--- src/rtl/fetch_unit.sv ---
// Instruction fetch stage: PC, in-order memory requests, response FIFO and redirect flush.
// Define FETCH_MISALIGN_TRAP_EN to trap misaligned redirect targets instead of aligning them.
module fetch_unit #(
    parameter logic [31:0] RESET_PC   = 32'h0000_0000,
    parameter int unsigned FIFO_DEPTH = 2
) (
    input  logic        iClk,
    input  logic        inRst,
    output logic        oMemReq,
    output logic [31:0] oMemAddr,
    input  logic        iMemGnt,
    input  logic        iMemRValid,
    input  logic [31:0] iMemRData,
    input  logic        iRedirect,
    input  logic [31:0] iRedirectPC,
    output logic [31:0] oINS,
    output logic [31:0] oPC,
    output logic        oValid,
    input  logic        iReady,
    output logic        oMisalign
);
    localparam int unsigned AW = $clog2(FIFO_DEPTH);
    localparam int unsigned CW = AW + 1;
    localparam logic [CW:0] DEPTH_C = (CW + 1)'(FIFO_DEPTH);
    localparam logic [CW-1:0] FULL_C = CW'(FIFO_DEPTH);

    logic [31:0]   pc_q, pc_d;
    logic          run_q;
    logic [CW-1:0] out_q, out_d;
    logic [CW-1:0] drop_q, drop_d;
    logic [CW-1:0] wptr_q, wptr_d;
    logic [CW-1:0] rptr_q, rptr_d;
    logic [AW-1:0] tw_q, tr_q;
    logic [31:0]   fifo_pc  [FIFO_DEPTH];
    logic [31:0]   fifo_ins [FIFO_DEPTH];
    logic [31:0]   tag_pc   [FIFO_DEPTH];

    logic [CW-1:0] occ;
    logic [CW:0]   credit_used;
    logic          fifo_empty, fifo_full;
    logic          grant, resp, push, pop;
    logic          trap_block;
    logic [31:0]   target;
    logic [31:0]   head_pc, head_ins;

    assign occ        = wptr_q - rptr_q;
    assign fifo_empty = (occ == '0);
    assign fifo_full  = (occ == FULL_C);
    assign head_pc    = fifo_pc[rptr_q[AW-1:0]];
    assign head_ins   = fifo_ins[rptr_q[AW-1:0]];

`ifdef FETCH_MISALIGN_TRAP_EN
    logic trap_q, trap_d;
    logic trap_vld_q, trap_vld_d;

    assign target     = iRedirectPC;
    assign trap_block = trap_q;

    always_comb begin
        trap_d     = trap_q;
        trap_vld_d = trap_vld_q;
        if (iRedirect) begin
            trap_d     = |iRedirectPC[1:0];
            trap_vld_d = |iRedirectPC[1:0];
        end else if (trap_vld_q && iReady) begin
            trap_vld_d = 1'b0;
        end
    end

    always_ff @(posedge iClk or negedge inRst) begin
        if (!inRst) begin
            trap_q     <= 1'b0;
            trap_vld_q <= 1'b0;
        end else begin
            trap_q     <= trap_d;
            trap_vld_q <= trap_vld_d;
        end
    end

    // The trap presents a NOP at the faulting target; pc_q holds that target while trapped.
    assign oMisalign = trap_vld_q;
    assign oValid    = trap_q ? trap_vld_q : !fifo_empty;
    assign oPC       = trap_q ? pc_q : head_pc;
    assign oINS      = trap_q ? 32'h0000_0013 : head_ins;
`else
    logic unused_redirect_lsb;

    assign unused_redirect_lsb = ^iRedirectPC[1:0];
    assign target              = {iRedirectPC[31:2], 2'b00};
    assign trap_block          = 1'b0;
    assign oMisalign           = 1'b0;
    assign oValid              = !fifo_empty;
    assign oPC                 = head_pc;
    assign oINS                = head_ins;
`endif

    assign pop = !fifo_empty && iReady && !trap_block;

    // A same-cycle pop lends its slot to this cycle's request, except when the FIFO is full.
    assign credit_used = {1'b0, occ} + {1'b0, out_q} - {{CW{1'b0}}, pop && !fifo_full};

    assign oMemReq  = run_q && !iRedirect && !trap_block && (credit_used < DEPTH_C);
    assign oMemAddr = pc_q;

    assign grant = oMemReq && iMemGnt;
    assign resp  = iMemRValid && (out_q != '0);
    assign push  = resp && !iRedirect && (drop_q == '0) && !trap_block;

    always_comb begin
        pc_d   = pc_q;
        out_d  = out_q + CW'(grant) - CW'(resp);
        drop_d = drop_q;
        wptr_d = wptr_q;
        rptr_d = rptr_q;
        if (grant) pc_d = pc_q + 32'd4;
        if (push) wptr_d = wptr_q + CW'(1);
        if (pop) rptr_d = rptr_q + CW'(1);
        if (resp && drop_q != '0) drop_d = drop_q - CW'(1);
        // Redirect wins: everything still in flight after this cycle becomes stale.
        if (iRedirect) begin
            pc_d   = target;
            drop_d = out_q - CW'(resp);
            wptr_d = wptr_q;
            rptr_d = wptr_q;
        end
    end

    always_ff @(posedge iClk or negedge inRst) begin
        if (!inRst) begin
            pc_q   <= RESET_PC;
            run_q  <= 1'b0;
            out_q  <= '0;
            drop_q <= '0;
            wptr_q <= '0;
            rptr_q <= '0;
            tw_q   <= '0;
            tr_q   <= '0;
        end else begin
            pc_q   <= pc_d;
            run_q  <= 1'b1;
            out_q  <= out_d;
            drop_q <= drop_d;
            wptr_q <= wptr_d;
            rptr_q <= rptr_d;
            tw_q   <= tw_q + AW'(grant);
            tr_q   <= tr_q + AW'(resp);
        end
    end

    always_ff @(posedge iClk or negedge inRst) begin
        if (!inRst) begin
            for (int i = 0; i < FIFO_DEPTH; i++) begin
                tag_pc[i]   <= '0;
                fifo_pc[i]  <= '0;
                fifo_ins[i] <= '0;
            end
        end else begin
            if (grant) tag_pc[tw_q] <= pc_q;
            if (push) begin
                fifo_pc[wptr_q[AW-1:0]]  <= tag_pc[tr_q];
                fifo_ins[wptr_q[AW-1:0]] <= iMemRData;
            end
        end
    end

endmodule

--- config.mk ---
export PLATFORM = sky130hd
export DESIGN_NAME = fetch_unit
export DESIGN_NICKNAME = d
export VERILOG_FILES = /design/src/rtl/fetch_unit.sv
export SDC_FILE = /design/constraint.sdc
export NUM_CORES = 1
export LEC_CHECK = 0
export ABC_AREA = 1
export BUFFER_PORTS_ARGS = -buffer_cell sky130_fd_sc_hd__buf_2
export CAP_MARGIN = 20
export CORE_MARGIN = 2
export CORE_UTILIZATION = 45
export CTS_CLUSTER_SIZE = 12
export DETAILED_ROUTE_END_ITERATION = 12
export GPL_ROUTABILITY_DRIVEN = 0
export PLACE_DENSITY = 0.66
export SETUP_SLACK_MARGIN = 0.4
export SLEW_MARGIN = 20
export SYNTH_ARGS = -nofsm -noshare
export SYNTH_HDL_FRONTEND = slang
export SYNTH_SLANG_ARGS = --single-unit
--- constraint.sdc ---
create_clock -name iClk -period 4.7 [get_ports iClk]
set_clock_uncertainty 0.05 [all_clocks]
set_input_delay 0.235 -clock iClk [delete_from_list [all_inputs] [get_ports iClk]]
set_output_delay 0.235 -clock iClk [all_outputs]
set_load 0.1 [all_outputs]
==> flow_summary.ini <==
[outcome]
outcome = finished, final reports clean

[global_routing]
gr-total-overflow = 0
grt_use_total_pct = 21.00
grt_antenna_before_repair = 0
grt_max_degree = 128
grt_pass1_vias = 8884
grt_pass1_wl_um = 44840

[floorplan]
die_h_um = 160.4
io_pins = 169
start_util_pct = 45.53
num_rows = 57
core_area_um2 = 24180
die_area_um2 = 25730
die_w_um = 160.4

[synthesis]
synth_warnings = 0
synth_cell_types = 35
synth_top_family_by_area = simple AND/OR/NAND/NOR gates
netlist_instances = 1409
synthesis.area_um2 = 11010
synthAdderAreaFrac_pct = 1.205
synth_compound_area_share_pct = 13.20
yosys.area_share.xor_xnor_pct = 1.193
syn_avg_cell_area_um2 = 7.813
synth_seq_area_share_pct = 51.15
ys_ff_latch = 225
muxShareOfSynthArea_pct = 0.5115
yosys.area_share.simple_pct = 23.27

[setup_path]
crit_path_start_kind = flop
r2r-end = tag_pc[47]
regToRegSetupSlack_ns = 0.79
slowest_stage = fa_1
critPathMaxStageDelay_ns = 0.47
reg2reg_from = wptr_q[0]
path_max_fanout = 60
reg2reg_depth = 14
worstPathCellList = inv_2, ha_1, nand3b_1, and2_1, ha_1, fa_1, xor2_1, nand3b_4, inv_2, buf_4, ha_1, buf_4, nand2_1, o21ai_0
path_common_cell = ha_1
crit_buf_inv = 4
cpLargestDelayFamily = adder cells
cp-end-kind = flop
worstPathArrival_ns = 4.29
crit_type = flop to flop
required_ns = 5.08

[sta]
finalHoldViolCount = 0
whs_ns = 0.005307
fin_crit_ns = 3.908
finalCritPeriodShare_pct = 83.14
fin_tns_setup_ns = 0
drv_slew = 0
rsz0062_at_grt = no
clock.fmax_ghz = 0.2559
report.final.setup_viol = 0
maxSlewHeadroom_pct = 36.94
worstMarginPinSlew_ns = 0.9459

[hold_path]
min_path_type = primary input to flop
worstHoldPathCells = 4
min_to = rptr_q[0]
min_from = iReady

[drt]
wl_met3_um = 1052
post-route-drc-count = 0
wl_per_cell_um = 13.77
highest_layer = met4
wl_met1_um = 13150
via_per_inst = 4.839
final_antenna_net_count = 0
wl_met2_um = 11850
firstDrtPassIters = 7
drt_wl_total_um = 26640
drt_iter0_drc = 764
vias = 9358

[cts]
cts_inserted_buffers = 25
postCtsHoldBufs = 64
post_cts_buffers = 0
cts.path.max_buffers = 3
cts-htree-levels = 1
cts_sinks = 225
post_cts_resized = 0
clk-insertion-delay-late_ns = 0.52
clk_pin_slew_ns = 0.06
cts_tree = yes
cts_root_buffer = clkbuf_16

[final_layout]
area_growth_pct = 21.31
nFillCells = 2237
finalNetCount = 1674
drive_above_1_share_pct = 14.84
n_antenna_cell = 0

[run]
cap_violations = 0

[place]
dp_hpwl_um = 16730
portBuffers = 161
sequential cells by signal, indices dropped and copies added, names as in the netlist:
register  cells
rptr_q        2
fifo_ins     64
fifo_pc      60
tag_pc       60
out_q         2
drop_q        2
tr_q          1
wptr_q        2
tw_q          1
run_q         1
oMemAddr     30
cell families after synthesis:
| logic type | count (synthesis) |
|---|---|
| other | 2 |
| muxes | 5 |
| xor gates and xnor gates | 15 |
| buffers and inverters | 236 |
| adders and majority gates | 10 |
| DFF | 225 |
| AOI/OAI and AO/OA | 288 |
| and+or+nand+nor | 628 |
cell usage after synthesis (all sizes together):
cell | number | area (um2)
a21o | 1 | 7.510
o21bai | 2 | 15.01
clkbuf | 45 | 175.2
nand3 | 77 | 397.9
inv | 152 | 573.1
conb | 2 | 7.510
nor3 | 1 | 5.000
buf | 39 | 287.8
or2 | 1 | 6.260
ha | 9 | 112.6
o21ai | 260 | 1305
fa | 1 | 20.02
nand3b | 2 | 27.53
mux2 | 5 | 56.30
xor2 | 10 | 87.58
a21oi | 25 | 125.1
xnor2 | 5 | 43.79
and2 | 3 | 18.77
nor2 | 67 | 310.3
dfrtp | 225 | 5630
nand2 | 477 | 1795
layout make-up:
cell class / count / area (um2) / area share, %
clock buffer: 37 / 750.7 / 5.622
clock inverter: 6 / 55.05 / 0.4123
inverter: 152 / 573.1 / 4.291
multi-input combinational: 953 / 4360 / 32.65
sequential: 225 / 5634 / 42.19
tap: 324 / 405.4 / 3.036
timing repair buffer: 237 / 1575 / 11.80
worst register-to-register path, delay by kind of cell, from the launching register on:
kind            cells  cell delay [ns]
flops               1             0.42
buf+inv             4             0.96
compound gates      1             0.11
fa+ha+maj           4             1.18
xor+xnor            1             0.26
simple gates        4             0.84
metal layers:
layer	global-route usage (%)	vias to the layer above
li1	-	4783
met1	31.04	4328
met2	33.37	210
met3	2.505	37
met4	4.750	0
met5	0	-
cell usage in the layout (no fill, tap or decap), types with 2 or more instances in the layout:
| master | count |
|---|---|
| nand3_1 | 76 |
| nor2_1 | 57 |
| nor2_4 | 4 |
| clkbuf_16 | 25 |
| inv_1 | 147 |
| nand2_1 | 475 |
| buf_4 | 9 |
| nand2_2 | 2 |
| inv_2 | 4 |
| xor2_1 | 10 |
| dfrtp_1 | 224 |
| buf_12 | 2 |
| o21bai_1 | 2 |
| nor2_2 | 5 |
| conb_1 | 7 |
| dlygate4sd3_1 | 64 |
| buf_2 | 160 |
| ha_1 | 9 |
| xnor2_1 | 5 |
| clkbuf_8 | 8 |
| clkinv_2 | 5 |
| o21ai_0 | 234 |
| and2_1 | 3 |
| clkbuf_1 | 4 |
| a21oi_1 | 25 |
| o21ai_1 | 25 |
| mux2_2 | 5 |
through the flow:
| stage | util, % | area, um2 | setup WS, ns | cells |
|---|---|---|---|---|
| CTS | 55.22 | 13350 | 0.7867 | 1934 |
| global placement | 49.24 | 11900 | 0.9317 | 1827 |
| floorplan | - | 11030 | 0.8977 | 1414 |
| global route | 55.23 | 13350 | 0.4762 | 1934 |
| finish | 55.23 | 13350 | 0.7922 | 1934 |
| detailed placement | 49.24 | 11900 | 0.7938 | 1827 |
worst max path at each step:
| stage | start | endpoint | cells after the start |
|---|---|---|---|
| floorplan | wptr_q[0] | oMemReq | 10 |
| global placement | wptr_q[0] | tag_pc[34] | 13 |
| detailed placement | wptr_q[0] | tag_pc[54] | 13 |
| CTS | wptr_q[0] | tag_pc[54] | 13 |
| global route | wptr_q[0] | tag_pc[46] | 14 |
| finish | wptr_q[0] | tag_pc[47] | 14 |
Power is left out: the tool's default activity adds up to more than one toggle a clock period on the data nets, which glitch-free logic cannot reach.
